$ cat src/rtl/mult_issue_stage.sv
// Two-stage operand-issue / result-capture wrapper around an external unsigned
// WIDTHxWIDTH multiplier core, with signed mode via sign-magnitude conversion.

module mult_issue_mag #(
  parameter int WIDTH = 4
) (
  input  logic [WIDTH-1:0] opnd,
  input  logic             is_signed,
  output logic [WIDTH-1:0] mag,
  output logic             neg
);
  // The most-negative operand negates to itself, which is the correct unsigned magnitude.
  assign neg = is_signed & opnd[WIDTH-1];
  assign mag = neg ? ((~opnd) + WIDTH'(1)) : opnd;
endmodule

module mult_issue_stage #(
  parameter int WIDTH = 4,
  parameter int TAG_W = 3
) (
  input  logic               clock,
  input  logic               reset,
  input  logic               in_valid,
  output logic               in_ready,
  input  logic [WIDTH-1:0]   in_a,
  input  logic [WIDTH-1:0]   in_b,
  input  logic               in_signed,
  input  logic [TAG_W-1:0]   in_tag,
  output logic [WIDTH-1:0]   mult_a,
  output logic [WIDTH-1:0]   mult_b,
  input  logic [2*WIDTH-1:0] mult_p,
  output logic               out_valid,
  input  logic               out_ready,
  output logic [2*WIDTH-1:0] out_p,
  output logic [TAG_W-1:0]   out_tag,
  output logic               busy
);
  localparam int NOPS   = 2;
  localparam int STAGES = 2;

  logic [NOPS-1:0][WIDTH-1:0] opnd;
  logic [NOPS-1:0][WIDTH-1:0] opnd_mag;
  logic [NOPS-1:0]            opnd_neg;

  logic [STAGES:1]   vld_q;
  logic [STAGES:0]   vld_pipe;
  logic [WIDTH-1:0]  s1_amag, s1_bmag;
  logic              s1_neg;
  logic [TAG_W-1:0]  s1_tag;
  logic              s2_free, adv, accept;
  logic [2*WIDTH-1:0] p_signed;

  assign opnd = {in_b, in_a};

  for (genvar i = 0; i < NOPS; i++) begin : g_mag
    mult_issue_mag #(.WIDTH(WIDTH)) u_mag (
      .opnd      (opnd[i]),
      .is_signed (in_signed),
      .mag       (opnd_mag[i]),
      .neg       (opnd_neg[i])
    );
  end

  // vld_pipe[0] is the accept strobe; [1] issue register, [2] result register.
  assign vld_pipe  = {vld_q, accept};
  assign s2_free   = ~vld_pipe[2] | out_ready;
  assign adv       = vld_pipe[1] & s2_free;
  assign in_ready  = ~vld_pipe[1] | s2_free;
  assign accept    = in_valid & in_ready;

  assign mult_a    = s1_amag;
  assign mult_b    = s1_bmag;
  // Negating a zero product yields zero, so no negative-zero special case.
  assign p_signed  = s1_neg ? ((~mult_p) + (2*WIDTH)'(1)) : mult_p;

  assign out_valid = vld_pipe[2];
  assign busy      = vld_pipe[1] | vld_pipe[2];

  always_ff @(posedge clock or posedge reset) begin
    if (reset) begin
      vld_q   <= '0;
      s1_amag <= '0;
      s1_bmag <= '0;
      s1_neg  <= 1'b0;
      s1_tag  <= '0;
      out_p   <= '0;
      out_tag <= '0;
    end else begin
      if (accept) begin
        vld_q[1] <= 1'b1;
        s1_amag  <= opnd_mag[0];
        s1_bmag  <= opnd_mag[1];
        s1_neg   <= opnd_neg[0] ^ opnd_neg[1];
        s1_tag   <= in_tag;
      end else if (adv) begin
        vld_q[1] <= 1'b0;
      end

      if (adv) begin
        vld_q[2] <= 1'b1;
        out_p    <= p_signed;
        out_tag  <= s1_tag;
      end else if (out_ready) begin
        vld_q[2] <= 1'b0;
      end
    end
  end
endmodule

$ cat config.mk
export PLATFORM = sky130hd
export DESIGN_NAME = mult_issue_stage
export DESIGN_NICKNAME = d
export VERILOG_FILES = /design/src/rtl/mult_issue_stage.sv
export SDC_FILE = /design/constraint.sdc
export NUM_CORES = 1
export LEC_CHECK = 0
export BUFFER_PORTS_ARGS = -buffer_cell sky130_fd_sc_hd__buf_2
export CORE_AREA = 2 2 68 70
export CTS_CLUSTER_DIAMETER = 60
export CTS_CLUSTER_SIZE = 30
export DETAILED_ROUTE_END_ITERATION = 6
export DIE_AREA = 0 0 70 72
export GPL_TIMING_DRIVEN = 0
export PLACE_DENSITY = 0.5
export SYNTH_ARGS = -nofsm -noshare
export SYNTH_HDL_FRONTEND = slang
export SYNTH_HIERARCHICAL = 1
export SYNTH_SLANG_ARGS = --single-unit
$ cat constraint.sdc
create_clock -name clock -period 1.9 [get_ports clock]
set_input_delay 0.38 -clock clock [delete_from_list [all_inputs] [get_ports clock]]
set_output_delay 0.38 -clock clock [all_outputs]
set_load 0.03 [all_outputs]
==> key figures <==
Routing
  • Vias: between 900 and 1000
  • Post-DRT Antenna Nets: 0
  • DRC Markers: 0
  • Mean routed wirelength per cell: 11.8 um
  • First DRT Iteration DRCs: 31
  • Routed WL: around 2500 um
  • Drt pass-1 iters: 4
  • Via/cell ratio: 4.60

Worst setup path
  • R2R depth: 4
  • Max stage delay on crit path: approximately 0.4 ns
  • Arr. time, crit path: 1.13 ns
  • Crit path from: vld_q[1]
  • Reg-to-reg startpoint: vld_q[1]
  • CP max stage cell: dfrtp_1
  • Reg-to-reg endpoint: mult_a[0]
  • Critical Path Source Type: flip-flop
  • Kind of critical path: flip-flop to output pin
  • Setup crit end: busy
  • FF-to-FF setup slack: ~0.48 ns
  • CP cell instances: or2_2 > buf_2
  • Crit end category: output pin
  • Crit Path Max Fanout: 4
  • WP data required: between 1.5 and 2 ns

Clocking
  • Cts hold-fix bufs: 0
  • TritonCTS clock tree: built
  • Post-CTS setup buffers: 0
  • Post-cts resize count: 0
  • CTS Buf Count: 3
  • Clock root buffer: clkbuf_8
  • Sinks on the clock net: 25
  • Reg clk slew, reported paths: roughly 0.080 ns
  • Clk_lat worst skew: approximately 0.26 ns
  • Max clock buf depth: 2
  • Htree depth: 1

GRT
  • GRT Resource Usage Total: roughly a tenth
  • First-pass GRT wire length: 4350 um
  • Largest net degree at the start of global routing: 26
  • Gr ovfl total: 0
  • Antenna violations before repair: 0
  • Vias in the first global route: around 980

Layout
  • Layout cells sized above 1: 43.4%
  • Number of inserted diodes: 0
  • Finished Layout Cells: approximately 210
  • Final #Nets: about 190
  • Syn-to-layout area delta: 27.1%
  • Final Cell Area: about 1600 um2

Floorplanning
  • Chip height: 72 um
  • I/O pin count: 46
  • Initial Utilization: 29.1%
  • DIE AREA: 5040 um2
  • Core Region: around 4300 um2
  • Die Wd: approximately 70 um
  • Row count: 24

Timing
  • Max-slew violations: 0
  • Slew headroom: 36.0%
  • Final Hold Viols: 0
  • Fmax: between 600 and 700 MHz
  • RSZ-0062 raised after global routing: no
  • Setup violators final: 0
  • Worst slew pin tran: 0.958 ns
  • Setup TNS: 0 ns
  • Final Cycle Share: between 70% and 80%
  • Final worst path period need: ~1.5 ns
  • Fin Clk Skew: around 0.0015 ns

Synth
  • Mapped Nets: ~140
  • Synth Register Bits: 25
  • Post-synthesis cell count: 110
  • Avg Inst Size Synth: around 11 um2
  • Sequential area share after synthesis: around half
  • YS warnings: 6
  • Syn Std Cell Area: 1240 um2
  • Synth cell types: 24

Power
  • Leakage: ~0.76 nW
  • Design Power: around 1.5 mW
  • Maximum vdd ir drop: approximately 0.38 mV
  • Pwr/cell area: approximately 960 nW/um2

Run
  • Max-cap violations: 0

Placement
  • Placed cell areas: roughly 1500 um2
  • IO Port Bufs: 45
  • DP Cell Count: just over 200
  • Final Wtd Congestion: roughly 0.81
  • Hpwl dp: 1960 um

Outcome
  • Status: finished clean

Hold path
  • Type of the worst min-delay path: input port to async pin
-- worst max-delay path, delay by kind of cell (launching register included) --
kind | cells | cell delay, ns
flops | 1 | 0.41
simple gates | 1 | 0.29
buf+inv | 1 | 0.18
-- synthesized netlist by cell type --
library cell	number	area (um2)
dfrtp_1	25	626
mux2_2	14	158
nand2_1	11	41.3
o21ai_0	10	50.1
inv_1	8	30.0
xnor2_1	5	43.8
and2_1	4	25.0
xor2_1	4	35.0
ha_1	3	37.5
nand2b_1	3	18.8
nand3b_1	3	22.5
o21ai_1	3	15.0
o31ai_1	3	22.5
buf_4	2	15.0
clkbuf_1	2	7.51
nand3_1	2	10.0
buf_2	1	5.00
mux2i_1	1	10.0
nor2b_1	1	6.26
o31a_1	1	8.76
o41ai_4	1	27.5
or2_2	1	6.26
or4_1	1	7.51
or4_4	1	11.3
-- sequential cells by signal (all words and copies together) (netlist names) --
signal,cells
out_p,8
mult_a,4
mult_b,4
out_tag,3
s1_tag,3
vld_q,2
s1_neg,1
-- report_power, final --
| group | internal (mW) | switching, mW | leakage, nW |
|---|---|---|---|
| Clock | 0.146 | 0.163 | 0.0255 |
| Sequential | 0.632 | 0.0468 | 0.298 |
| Combinational | 0.188 | 0.337 | 0.435 |
| Total | 0.966 | 0.547 | 0.759 |
-- layout by cell type (no fill, tap or decap), drive strengths merged, types with 4 or more instances in the layout --
master,instances
dfrtp,25
mux2,14
o21ai,13
xor2,4
buf,48
nand2,11
xnor2,5
inv,8
and2,4
clkbuf,5
-- cells by family (layout without fill, tap and decap cells) --
group	after synthesis	count (layout)	synth area share (%)
and+or+nand+nor	27	27	12.0
adders and majority gates	3	3	3.03
DFF	25	25	50.5
buffers and inverters	13	62	4.64
AOI/OAI and AO/OA	18	18	9.99
xor gates and xnor gates	9	9	6.36
muxes	15	15	13.5
-- routing by layer --
metal / GRT usage [%] / share of wire (%)
met1: 15.1 / 47
met2: 16.3 / 44
met3: 2.64 / 7.9
met5: 0 / 0
met4: 1.92 / 0.28
-- metrics by stage --
| step | util [%] | setup slack [ns] | hold slack [ns] |
|---|---|---|---|
| after global placement | 35.9 | 0.236 | 0.463 |
| final | 37.0 | 0.385 | 0.319 |
| after CTS | 37.0 | 0.372 | 0.315 |
| after floorplan | - | 0.0860 | 0.407 |
| after global routing | 37.0 | 0.293 | 0.318 |
| after detailed placement | 35.9 | 0.198 | 0.466 |
-- worst min path at each step --
stage                     end
floorplan           mult_a[0]
global placement     out_p[5]
detailed placement   out_p[5]
CTS                  vld_q[1]
global route         vld_q[1]
finish              mult_b[1]
-- cell type report --
cell class	count	area, um2
clock buffers	3	41.3
flip-flops and latches	25	626
well taps	52	65.1
clock inverters	1	5.00
plain buffers	5	27.5
repair buffers	45	225
multi-input cells	72	557
fillers	448	2690
inverters	8	30.0
No activity file was read; power rests on OpenSTA's default activity.
